[src/rtl/microwave_control.sv]
// Microwave oven controller: keypad digit entry, start/stop/clear buttons and
// door interlock driving a BCD countdown timer and the magnetron.
//
// Ports:
//   clock        - single clock, rising-edge active
//   clrn         - asynchronous active-low reset
//   keypad[9:0]  - digit keys 0-9, active-high, one bit per digit
//   startn       - start button, active-low
//   stopn        - stop button, active-low
//   clearn       - clear button, active-low
//   door_closed  - 1 = door closed
//   tick         - one-cycle 1 Hz strobe
//   timer_zero   - zero flag from the countdown timer
//   data[3:0]    - BCD digit to the timer's data input (registered)
//   loadn        - active-low digit-shift strobe to the timer (registered)
//   timer_clrn   - active-low clear to the timer (registered)
//   timer_enable - countdown enable: COOK and tick and door closed (combinational)
//   mag_on       - magnetron drive, high exactly while cooking (registered)
//   done         - cook-complete flag, high exactly while in DONE (registered)
module microwave_control (
  input  logic       clock,
  input  logic       clrn,
  input  logic [9:0] keypad,
  input  logic       startn,
  input  logic       stopn,
  input  logic       clearn,
  input  logic       door_closed,
  input  logic       tick,
  input  logic       timer_zero,
  output logic [3:0] data,
  output logic       loadn,
  output logic       timer_clrn,
  output logic       timer_enable,
  output logic       mag_on,
  output logic       done
);

  typedef enum logic [2:0] {
    IDLE,
    ENTRY,
    COOK,
    PAUSE,
    DONE
  } state_t;

  state_t     state, state_nx;
  logic [1:0] count, count_nx;

  // Edge-detect history: released buttons are high, no key is low.
  logic key_q, start_q, stop_q, clear_q;
  logic key_press, start_ev, stop_ev, clear_ev;

  logic [3:0] digit;
  logic       accept;
  logic       start_ok;
  logic       done_exit;

  logic [3:0] data_nx;
  logic       loadn_nx, timer_clrn_nx, mag_on_nx, done_nx;

  assign key_press = (|keypad) & ~key_q;
  assign start_ev  = start_q & ~startn;
  assign stop_ev   = stop_q  & ~stopn;
  assign clear_ev  = clear_q & ~clearn;

  assign start_ok  = start_ev & door_closed & ~timer_zero & (count != 2'd0);

  // Scan from the highest key down so the lowest asserted key is written last.
  always_comb begin
    digit = '0;
    for (int unsigned i = 0; i < 10; i++) begin
      if (keypad[9 - i]) digit = 4'(9 - i);
    end
  end

  // State register and all registered outputs
  always_ff @(posedge clock or negedge clrn) begin
    if (!clrn) begin
      state      <= IDLE;
      count      <= '0;
      key_q      <= 1'b0;
      start_q    <= 1'b1;
      stop_q     <= 1'b1;
      clear_q    <= 1'b1;
      data       <= '0;
      loadn      <= 1'b1;
      timer_clrn <= 1'b0;
      mag_on     <= 1'b0;
      done       <= 1'b0;
    end else begin
      state      <= state_nx;
      count      <= count_nx;
      key_q      <= |keypad;
      start_q    <= startn;
      stop_q     <= stopn;
      clear_q    <= clearn;
      data       <= data_nx;
      loadn      <= loadn_nx;
      timer_clrn <= timer_clrn_nx;
      mag_on     <= mag_on_nx;
      done       <= done_nx;
    end
  end

  // Next-state logic; clear overrides every other event
  always_comb begin
    state_nx  = state;
    accept    = 1'b0;
    done_exit = 1'b0;
    if (clear_ev) begin
      state_nx = IDLE;
    end else begin
      case (state)
        IDLE: begin
          if (key_press && count != 2'd3) begin
            accept   = 1'b1;
            state_nx = ENTRY;
          end
        end
        ENTRY: begin
          // A valid start takes the cycle; the coincident key is dropped.
          if (start_ok) begin
            state_nx = COOK;
          end else if (key_press && count != 2'd3) begin
            accept = 1'b1;
          end
        end
        COOK: begin
          if (timer_zero) begin
            state_nx = DONE;
          end else if (stop_ev || !door_closed) begin
            state_nx = PAUSE;
          end
        end
        PAUSE: begin
          if (start_ok) state_nx = COOK;
        end
        DONE: begin
          if (key_press || !door_closed) begin
            state_nx  = IDLE;
            done_exit = 1'b1;
          end
        end
        default: state_nx = IDLE;
      endcase
    end
  end

  // Output logic: next values for the registered outputs plus timer_enable
  always_comb begin
    data_nx       = accept ? digit : data;
    loadn_nx      = ~accept;
    timer_clrn_nx = ~(clear_ev | done_exit);
    mag_on_nx     = (state_nx == COOK);
    done_nx       = (state_nx == DONE);
    if (clear_ev || done_exit) begin
      count_nx = '0;
    end else if (accept) begin
      count_nx = count + 2'd1;
    end else begin
      count_nx = count;
    end
    timer_enable = (state == COOK) & tick & door_closed;
  end

endmodule

[config.mk]
export PLATFORM = sky130hd
export DESIGN_NAME = microwave_control
export DESIGN_NICKNAME = d
export VERILOG_FILES = /design/src/rtl/microwave_control.sv
export SDC_FILE = /design/constraint.sdc
export NUM_CORES = 1
export LEC_CHECK = 0
export CELL_PAD_IN_SITES_DETAIL_PLACEMENT = 1
export CELL_PAD_IN_SITES_GLOBAL_PLACEMENT = 1
export CORE_MARGIN = 2
export CORE_UTILIZATION = 36
export CTS_BUF_LIST = sky130_fd_sc_hd__clkbuf_4
export DETAILED_ROUTE_END_ITERATION = 7
export HOLD_SLACK_MARGIN = 0.05
export PLACE_DENSITY = 0.9
export SYNTH_ARGS = -nofsm -noshare
export SYNTH_HDL_FRONTEND = slang
export SYNTH_SLANG_ARGS = --single-unit
[constraint.sdc]
create_clock -name clock -period 2.45 [get_ports clock]
set_input_delay 0.245 -clock clock [delete_from_list [all_inputs] [get_ports clock]]
set_output_delay 0.245 -clock clock [all_outputs]
set_load 0.02 [all_outputs]
==> results.yml <==
run_status:
  status: "complete, no violations"
pwr:
  p_per_area_nw_per_um2: 437
  leakage_nw: 0.496
  irDropWorstVdd_v: 0.000368
worst_setup_path:
  worst-path-max-fanout: 8
  cp_data_arrival_time_ns: 2.40
  reg2reg_from: "state[2]"
  worstRegToRegCells: 4
  worst_path_largest_cell_delay_ns: 0.57
  required_ns: 2.63
  rr_endpoint: "data[1]"
  setup.worst_path.start_class: "flip-flop"
  path_cells: "or4_4 > a41o_1 > or3_1 > mux2_4"
  crit_path_top_delay_cell: "or4_4"
  end_kind: "flip-flop"
  crit_type: "flip-flop to flip-flop"
  r2r_slack_ns: 0.23
sta:
  finalMaxSlewViolations: 0
  rsz0062_at_grt: "no"
  hold_violations: 0
  finalClockSkew_ns: 0.00188
  fmax_ghz: 0.450
  finalSetupViolations: 0
  finalCritPeriodShare_pct: 90.7
  min_period_ns: 2.22
  max_slew_margin_pct: 49.4
  worstMarginPinSlew_ns: 0.756
die:
  dieArea_sq_um: 2840
  die_w_microns: 53.3
  die_y_microns: 53.3
  rows: 17
  ios: 27
  core_area_sq_um: 2250
  start_util_pct: 38.8
clock_network:
  tritoncts: "yes"
  cts_setup_buffers: 0
  cts_root_buf: "clkbuf_4"
  ctsResizeCount: 0
  cts.sinks: 17
  cts_max_level: 1
  path_clk_slew_ns: 0.09
  clk_latency_ns: 0.29
  cts_buffers: 3
  hold_buffers: 0
  clockBufferDepth: 2
synth:
  netlist_top_cells_count: "dfrtp_1, inv_1, nor2_1, a211oi_1"
  seq_area_frac_synth_pct: 49.1
  yosys.area.top_type: "dfrtp_1"
  synth.most_common_cell: "dfrtp_1"
  syn_area_sq_um: 876
  ys_types: 31
  synth-warning-count: 0
  ys_async_sr_fraction_pct: 100
  ys.flop_type: "dfrtp_1"
  syn-instance-count: 86
  synth_edf_count: 0
  syn-num-nets: 106
  syn_area_per_cell_sq_um: 10.2
  yosys_register_bits: 17
  synth_top_area_share_pct: 37.1
  synth.top_cells.by_area: "dfrtp_1, dfstp_2, a211oi_1"
cells_and_area:
  layout.cells.non_filler: 142
  drive_gt1_share_pct: 11.4
  areaGrowthSynthToFinish_pct: 35.9
  antenna_cells: 0
  nFillCells: 263
  nNetsFinal: 135
  final_cell_area_sq_um: 1190
global_routing:
  grt_max_degree: 18
  groute.usage.overall_pct: 17.5
  grt_pass1_vias: 795
  antenna_found_initial: 0
  gr-total-overflow: 0
  grt_pass1_wl_microns: 3530
place:
  dpl.cell_count: 138
  place_area_sq_um: 1160
  dp_hpwl_microns: 1690
  gp_congestion: 0.743
  io_buffers: 26
routing:
  wl_met1_microns: 913
  topRoutingLayerUsed: "met4"
  final_antenna_net_count: 0
  drc: 0
  wl_met2_microns: 1100
  wl_microns: 2120
  drtIter0Drc: 2
  wl_per_cell_microns: 14.9
  via_per_inst: 5.24
  vias: 744
  firstDrtPassIters: 2
  wl_met3_microns: 72
min_path:
  min_path_type: "input port to flip-flop"
  whs_path_depth: 1
  min_to: "stop_q"
  hp-start: "stopn"
run:
  max_cap_violations: 0
-- layout by cell type (no fill, tap or decap), types with 2 or more instances in the layout --
cell type / Yosys / layout
or3_1: 2 / 2
mux2_4: 2 / 2
nor2b_1: 5 / 5
nand3_1: 2 / 2
a211oi_1: 6 / 6
nand2_1: 2 / 2
inv_1: 7 / 7
ha_1: 2 / 2
nand2b_1: 3 / 3
o21ai_0: 5 / 5
nor4_1: 3 / 3
nor2_1: 7 / 7
clkbuf_4: 0 / 4
clkdlybuf4s50_1: 0 / 26
a31oi_1: 2 / 2
dfstp_2: 4 / 4
and3_1: 2 / 2
a21oi_1: 2 / 2
a21o_1: 3 / 3
dfrtp_1: 13 / 13
-- worst max path at each step --
stage,endpoint,from
floorplan,data[0],count[0]
global placement,done,keypad[0]
detailed placement,state[2],keypad[0]
CTS,data[0],count[0]
global route,state[2],keypad[0]
finish,data[1],state[2]
-- report_power, final --
part / total (mW) / internal [mW] / leakage [nW] / switching (mW)
Combinational: 0.0725 / 0.0403 / 0.266 / 0.0322
Sequential: 0.291 / 0.288 / 0.212 / 0.00256
Clock: 0.157 / 0.0744 / 0.0184 / 0.0821
Total: 0.520 / 0.403 / 0.496 / 0.117
-- cell families (layout without fill, tap and decap cells) --
| kind of cell | Yosys count | after routing | synth area share [%] |
|---|---|---|---|
| multiplexers | 2 | 2 | 3.43 |
| buffers and inverters | 10 | 38 | 5.14 |
| flip-flops | 17 | 17 | 49.1 |
| adder cells (fa/ha/maj) | 2 | 2 | 2.86 |
| AO/OA/AOI/OAI | 23 | 23 | 18.1 |
| AND/OR/NAND/NOR | 32 | 32 | 21.3 |
-- layout make-up --
cell class,count,area [sq um],share of cell area [%]
clock buffers,4,30.0,2.52
multi-input cells,59,400,33.6
well taps,28,35.0,2.94
repair buffers,27,268,22.5
inverters,7,26.3,2.21
flip-flops and latches,17,430,36.2
-- flip-flops by register name, summed over array words and instances, names as in the netlist --
signal,count
timer_clrn,1
count,2
loadn,1
clear_q,1
key_q,1
mag_on,1
done,1
state,3
data,4
start_q,1
stop_q,1
-- worst max-delay path: cells and delay by family, from the launching register on --
kind | cells | cell delay (ns)
and+or+nand+nor | 2 | 1.03
DFF | 1 | 0.47
muxes | 1 | 0.33
AOI/OAI and AO/OA | 1 | 0.28
-- routing by layer --
| metal | vias up | track usage (%) |
|---|---|---|
| met3 | 5 | 5.65 |
| met5 | - | 0 |
| li1 | 372 | - |
| met4 | 0 | 5.13 |
| met1 | 355 | 20.7 |
| met2 | 12 | 29.8 |
-- stage by stage --
| stage | hold slack (ns) | util, % | total power, mW | setup TNS (ns) | setup WS (ns) |
|---|---|---|---|---|---|
| after detailed placement | 0.482 | 51.4 | 0.370 | -0.00192 | -0.00192 |
| final | 0.377 | 52.8 | 0.520 | 0 | 0.229 |
| after floorplan | -0.0506 | - | 0.318 | 0 | 0.380 |
| after global routing | 0.364 | 52.8 | 0.552 | 0 | 0.0516 |
| after global placement | 0.461 | 51.4 | 0.366 | 0 | 0.132 |
| after CTS | 0.374 | 52.8 | 0.527 | 0 | 0.225 |
Power figures use the tool's default switching activity.
